<file path="config.mk">
export PLATFORM = sky130hd
export DESIGN_NAME = fetch_unit
export DESIGN_NICKNAME = d
export VERILOG_FILES = /design/src/rtl/fetch_unit.sv
export SDC_FILE = /design/constraint.sdc
export NUM_CORES = 2
export LEC_CHECK = 0
export ABC_CLOCK_PERIOD_IN_PS = 11340
export CAP_MARGIN = 10
export CORE_ASPECT_RATIO = 0.7
export CORE_MARGIN = 10
export CORE_UTILIZATION = 50
export DETAILED_ROUTE_END_ITERATION = 10
export PLACE_DENSITY = 0.69
export SYNTH_ARGS = -nofsm -noshare
export SYNTH_HDL_FRONTEND = slang
export SYNTH_SLANG_ARGS = --single-unit
</file>
<file path="constraint.sdc">
create_clock -name clk -period 11.34 [get_ports clk]
set_input_delay 3.402 -clock clk [delete_from_list [all_inputs] [get_ports clk]]
set_output_delay 3.402 -clock clk [all_outputs]
set_load 0.005 [all_outputs]
</file>
<file path="src/rtl/fetch_unit.sv">
// Line-based instruction fetch engine: requests whole lines, unpacks beats into a FIFO.
// Define FETCH_TRACE_EN to print requests, redirects and discarded beats.
module fetch_unit #(
  parameter int BUS_DATA_WIDTH = 64,
  parameter int BUS_TAG_WIDTH = 13,
  parameter int LINE_BEATS = 8,
  parameter int FIFO_DEPTH = 32,
  parameter logic [BUS_TAG_WIDTH-1:0] REQ_TAG = 13'h1100
) (
  input  logic                      clk,
  input  logic                      reset,
  input  logic [63:0]               entry,
  input  logic                      redirect,
  input  logic [63:0]               redirect_pc,
  output logic                      bus_reqcyc,
  output logic [63:0]               bus_req,
  output logic [BUS_TAG_WIDTH-1:0]  bus_reqtag,
  input  logic                      bus_reqack,
  input  logic                      bus_respcyc,
  input  logic [BUS_DATA_WIDTH-1:0] bus_resp,
  input  logic [BUS_TAG_WIDTH-1:0]  bus_resptag,
  output logic                      bus_respack,
  output logic                      inst_valid,
  output logic [31:0]               inst,
  output logic [63:0]               inst_pc,
  input  logic                      inst_ready,
  output logic                      busy
);

  localparam int LINE_BYTES = LINE_BEATS * 8;
  localparam int OFF_W = $clog2(LINE_BYTES);
  localparam int BEAT_W = $clog2(LINE_BEATS);
  localparam int PTR_W = $clog2(FIFO_DEPTH);
  localparam int CNT_W = PTR_W + 1;
  localparam logic [CNT_W-1:0] DEPTH_C = CNT_W'(FIFO_DEPTH);
  localparam logic [CNT_W-1:0] ROOM_C = CNT_W'(2 * LINE_BEATS);
  localparam logic [BEAT_W-1:0] LAST_BEAT = BEAT_W'(LINE_BEATS - 1);
  localparam logic [63:0] LINE_STEP = 64'(LINE_BYTES);
  localparam logic [63:0] LINE_MASK = ~(LINE_STEP - 64'd1);

  typedef enum logic [1:0] {IDLE, REQ, RESP, DISCARD} state_t;

  state_t state_q, state_d;

  logic [63:0]       fetch_pc;
  logic [63:0]       req_addr;
  logic [BEAT_W-1:0] beat_cnt;
  logic              drop_q;
  logic [31:0]       fifo_inst [FIFO_DEPTH];
  logic [63:0]       fifo_pc [FIFO_DEPTH];
  logic [PTR_W-1:0]  wr_ptr, rd_ptr, wr_hi;
  logic [CNT_W-1:0]  count, free_cnt, n_push;

  logic load_req, ack_req, beat_take, push_beat, line_done;
  logic last_beat, push_lo, push_hi, pop;
  logic [63:0] lo_addr, hi_addr;

  // Handshakes: a request transfers on bus_reqcyc & bus_reqack, a response beat on
  // bus_respcyc & bus_respack, and an instruction pops on inst_valid & inst_ready.
  assign bus_reqcyc  = (state_q == REQ);
  assign bus_req     = bus_reqcyc ? req_addr : '0;
  assign bus_reqtag  = bus_reqcyc ? REQ_TAG : '0;
  assign bus_respack = bus_respcyc && ((state_q == RESP) || (state_q == DISCARD));
  assign busy        = (state_q != IDLE);

  assign inst_valid = (count != '0);
  assign inst       = inst_valid ? fifo_inst[rd_ptr] : '0;
  assign inst_pc    = inst_valid ? fifo_pc[rd_ptr] : '0;
  assign pop        = inst_valid && inst_ready;
  assign free_cnt   = DEPTH_C - count;

  assign last_beat = (beat_cnt == LAST_BEAT);
  assign lo_addr   = req_addr | {{(64-OFF_W){1'b0}}, beat_cnt, 3'b000};
  assign hi_addr   = lo_addr | 64'd4;
  // Words below fetch_pc belong to the part of the line before the entry point.
  assign push_lo   = push_beat && (lo_addr >= fetch_pc);
  assign push_hi   = push_beat && (hi_addr >= fetch_pc);
  assign n_push    = CNT_W'(push_lo) + CNT_W'(push_hi);
  assign wr_hi     = wr_ptr + PTR_W'(push_lo);

  logic unused_bits;
  assign unused_bits = ^{bus_resptag, redirect_pc[1:0]};

  always_ff @(posedge clk) begin
    if (reset) state_q <= IDLE;
    else       state_q <= state_d;
  end

  always_comb begin
    state_d   = state_q;
    load_req  = 1'b0;
    ack_req   = 1'b0;
    beat_take = 1'b0;
    push_beat = 1'b0;
    line_done = 1'b0;
    case (state_q)
      IDLE: begin
        if (!redirect && (free_cnt >= ROOM_C)) begin
          state_d  = REQ;
          load_req = 1'b1;
        end
      end
      REQ: begin
        if (bus_reqack) begin
          ack_req = 1'b1;
          state_d = (redirect || drop_q) ? DISCARD : RESP;
        end
      end
      RESP: begin
        if (bus_respcyc) begin
          beat_take = 1'b1;
          push_beat = !redirect;
          if (last_beat) begin
            state_d   = IDLE;
            line_done = !redirect;
          end else if (redirect) begin
            state_d = DISCARD;
          end
        end else if (redirect) begin
          state_d = DISCARD;
        end
      end
      DISCARD: begin
        if (bus_respcyc) begin
          beat_take = 1'b1;
          if (last_beat) state_d = IDLE;
        end
      end
      default: state_d = IDLE;
    endcase
  end

  always_ff @(posedge clk) begin
    if (reset) begin
      fetch_pc <= entry;
      req_addr <= '0;
      beat_cnt <= '0;
      drop_q   <= 1'b0;
      wr_ptr   <= '0;
      rd_ptr   <= '0;
      count    <= '0;
    end else begin
      if (load_req) req_addr <= fetch_pc & LINE_MASK;
      if (redirect)       fetch_pc <= {redirect_pc[63:2], 2'b00};
      else if (line_done) fetch_pc <= req_addr + LINE_STEP;
      if (ack_req)        beat_cnt <= '0;
      else if (beat_take) beat_cnt <= beat_cnt + BEAT_W'(1);
      // A redirect seen while the request is still pending poisons that line.
      drop_q <= (state_q == REQ) && !bus_reqack && (drop_q || redirect);
      if (redirect) begin
        wr_ptr <= '0;
        rd_ptr <= '0;
        count  <= '0;
      end else begin
        wr_ptr <= wr_ptr + PTR_W'(n_push);
        rd_ptr <= rd_ptr + PTR_W'(pop);
        count  <= count + n_push - CNT_W'(pop);
      end
    end
  end

  always_ff @(posedge clk) begin
    if (push_lo) begin
      fifo_inst[wr_ptr] <= bus_resp[31:0];
      fifo_pc[wr_ptr]   <= lo_addr;
    end
    if (push_hi) begin
      fifo_inst[wr_hi] <= bus_resp[63:32];
      fifo_pc[wr_hi]   <= hi_addr;
    end
  end

`ifdef FETCH_TRACE_EN
  always_ff @(posedge clk) begin
    if (!reset) begin
      if (ack_req) $display("fetch req @ %x", req_addr);
      if (redirect) $display("redirect -> %x", {redirect_pc[63:2], 2'b00});
      if (beat_take && !push_beat) $display("fetch discard beat %0d", beat_cnt);
    end
  end
`else
  // Normal builds carry no trace output.
`endif

endmodule

</file>
==> out/metrics.cfg <==
[logic_synthesis]
synthCells = 9564
synth_top_cell_by_area = edfxtp_1
yosys_warnings = 0
yosys.cell_count.top_type = edfxtp_1
avgSynthCellArea_um2 = 15.94
synth_enable_flop_cells = 3040
yosys_register_bits = 3152
synth.top_cells.by_count = edfxtp_1 (3040), mux2_2 (996), a21boi_0 (964), mux4_2 (940), clkbuf_1 (890)
synth.distinct_cells = 68
asyncSetResetFlopFracSynth = 0
postSynth.topFlopCell = edfxtp_1
ys_seq_area_frac = 0.6135
synth_top_area_share = 0.5988
post_synthesis_cell_area_um2 = 152500
synth.area.top_cells = edfxtp_1 (60%), mux4_2 (14%), mux2_2 (7.4%)

[floorplan]
start_util = 0.5028
die_y_um = 482.0
placementRows = 169
placeableCoreArea_um2 = 303200
floorplan.io_pins = 388
die_w_um = 680.0
floorplan.die_area_um2 = 327700

[global_route]
antenna_found_initial = 26
grt_pass1_wl_um = 675400
grt_use_total = 0.2852
globalRouteOverflowTotal = 0
first_global_vias = 91964
grt_max_degree = 164

[place]
total_half_perimeter_wirelength_after_legalization_and_detailed_placement_um = 261000
port_buffers = 353
placed_cells = 13010
pre_cts_ws_ns = 2.218
globalplace.congestion = 0.8568

[final_layout]
final-seq-area_um2 = 93550
fillCellCount = 23409
synthToLayoutAreaGrowth_pct = 10.92
multi_input_gate_area_um2 = 54330
finalNetCount = 9611
finish.cell_count_without_fillers = 13601
layout-drive-gt1-share = 0.2855

[clock_tree]
clock_tree.htree_level_count = 5
post_cts_hold_buffer_count = 0
ctsResizeCount = 0
cts_tree = done
post-cts-setup-buffer-count = 0
numClockSinks = 3152
clkSlewWorstSetupHoldPaths_ns = 0.06
cts_root_buf = clkbuf_16
worstSkewPairLatency_ns = 0.92
cts_buffers = 319
clock_path_buffers = 4

[hold_path]
hold_path_depth = 1
hold_path_startpoint = fifo_pc[19][2]
holdPathEnd = fifo_pc[19][2]
worstHoldPathType = reg2reg

[sta]
final.setup.tns_ns = 0
fmaxAchievable_ghz = 0.1128
layout_setup_ws_ns = 2.473
finalSetupViolations = 0
max_slew_margin_vs_limit = 0.1532
grt_setup_unrepaired = false
final_max_slew_viol_count = 0
period_minus_slack_ns = 8.867
min_period_over_period = 0.7819
hold_viol = 0
fin_worst_skew_ns = 0.03726
worst_pin_slew_ns = 1.270

[routing]
routed-via-count = 91618
drt_wl_total_um = 477500
drt_antenna_net_count = 0
drt_via_density = 6.736
wire_per_inst_um = 35.11
drc = 0
initial_detailed_routing_violation_count = 14378
drtPass1Iterations = 7

[worst_setup_path]
timing.critical_path.required_ns = 11.87
type_of_the_worst_setup_path = reg2reg
crit_path_start_kind = flip-flop
critical_path.cell_chain = buf_4 > ha_1 > nand4_1 > nor4_2 > nand4_1 > a21oi_1 > nor4_4 > buf_4 > nor2_1 > ha_1 > ha_1 > xor2_1 > nor2b_1 > nor2b_1 > nand3_4 > nand2_4 > buf_12
critPathTopFamily = simple AND/OR/NAND/NOR gates
critical-path-top-cell-by-count = ha_1
worstPathBufferInverterCount = 3
cp_data_arrival_time_ns = 9.40
count_of_cells_along_the_worst_register_to_register_path = 17
slowest_stage = nor4_2
setup.worst_path.end_class = flip-flop
critPathMaxStageDelay_ns = 1.09
crit_fanout = 74
reg_to_reg_setup_timing_slack_ns = 2.47
timing.rr.start = req_addr[63]
worst_r2r_endpoint = fifo_inst[20][25]

[status]
outcome = completed

[pwr]
p_leak_nw = 47.13
power.ir.vdd_worst_mv = 0.1371
power_density_nw_per_um2 = 162.4
report.power.total_mw = 27.46

[run]
maxCapViolations = 0

==> metrics by stage <==
stage	hold slack (ns)	area [µm²]	util
after floorplan	0.4312	152500	-
after global placement	0.4402	159200	0.5250
after detailed placement	0.4493	159200	0.5250
after CTS	0.4583	169000	0.5572
after global routing	0.4729	169100	0.5576
final	0.4621	169100	0.5577
==> cells in the final DEF (no fill, tap or decap), drive strengths merged, types with 132 or more instances in the layout <==
cell | netlist | routed
a21boi | 990 | 990
clkinv | 3 | 132
nor2b | 216 | 216
clkbuf | 890 | 400
a21oi | 296 | 296
nand2 | 240 | 240
edfxtp | 3040 | 3040
mux4 | 940 | 940
and2 | 622 | 622
mux2 | 1027 | 1027
buf | 295 | 248
clkdlybuf4s50 | 0 | 351
nor2 | 194 | 194
==> layout make-up <==
type	count	share of cell area
Sequential cell	3152	0.5532
Clock buffer	400	0.05006
Timing Repair Buffer	599	0.03546
Antenna cell	20	0.0002960
Inverter	97	0.002301
Multi-Input combinational cell	5148	0.3213
Tap cell	4018	0.02973
Clock inverter	167	0.007673
==> registers in the layout, summed over array words and instances (netlist names) <==
signal and count:
drop_q 1, state_q 2, req_addr 58, fetch_pc 64, wr_ptr 5, count 6, rd_ptr 5, beat_cnt 3
fifo_inst 1024, fifo_pc 1984
==> worst max path at each step <==
stage	cells after the start	slack [ns]	to	from
2_1_floorplan	12	2.59	fifo_inst[3][0]	redirect
3_3_place_gp	13	2.27	fifo_inst[20][25]	bus_respcyc
3_5_place_dp	13	2.22	fifo_inst[20][25]	bus_respcyc
4_1_cts	6	2.51	inst_pc[55]	rd_ptr[0]
5_1_grt	6	2.32	inst_pc[11]	rd_ptr[0]
6_report	17	2.47	fifo_inst[20][25]	req_addr[63]
==> worst register-to-register path, cell delays in order (launching register included) <==
cell and delay, ns:
dfxtp_1 0.30, buf_4 0.24, ha_1 0.38, nand4_1 0.48
nor4_2 1.10, nand4_1 0.72, a21oi_1 0.47, nor4_4 0.05
buf_4 0.36, nor2_1 0.26, ha_1 0.22, ha_1 0.27
xor2_1 0.24, nor2b_1 0.24, nor2b_1 0.63, nand3_4 0.84
nand2_4 0.94, buf_12 0.62
==> cells by family (layout without fill, tap and decap cells) <==
kind of cell | Yosys count | count (layout) | synth area share
DFF | 3152 | 3152 | 0.6135
and+or+nand+nor | 1455 | 1455 | 0.05355
AOI/OAI and AO/OA | 1459 | 1459 | 0.06644
adders and majority gates | 83 | 83 | 0.006910
other | 1 | 39 | 0.00002460
muxes | 2067 | 2067 | 0.2213
buffers and inverters | 1282 | 1263 | 0.03454
xor gates and xnor gates | 65 | 65 | 0.003734
==> layer usage <==
| metal | vias up | track usage | routed length, µm |
|---|---|---|---|
| met5 | - | 0.003150 | 184 |
| met4 | 10 | 0.1073 | 21070 |
| met3 | 1056 | 0.07852 | 63840 |
| met2 | 6706 | 0.4254 | 210700 |
| met1 | 47447 | 0.4020 | 181700 |
| li1 | 36399 | - | - |
==> power breakdown <==
| group | leakage (nW) | total (mW) | internal, mW | switching (mW) |
|---|---|---|---|---|
| registers | 25.7 | 12.9 | 12.7 | 0.137 |
| clock network | 4.77 | 10.2 | 5.67 | 4.56 |
| logic | 16.6 | 4.35 | 1.92 | 2.43 |
No activity file was read; power rests on OpenSTA's default activity.
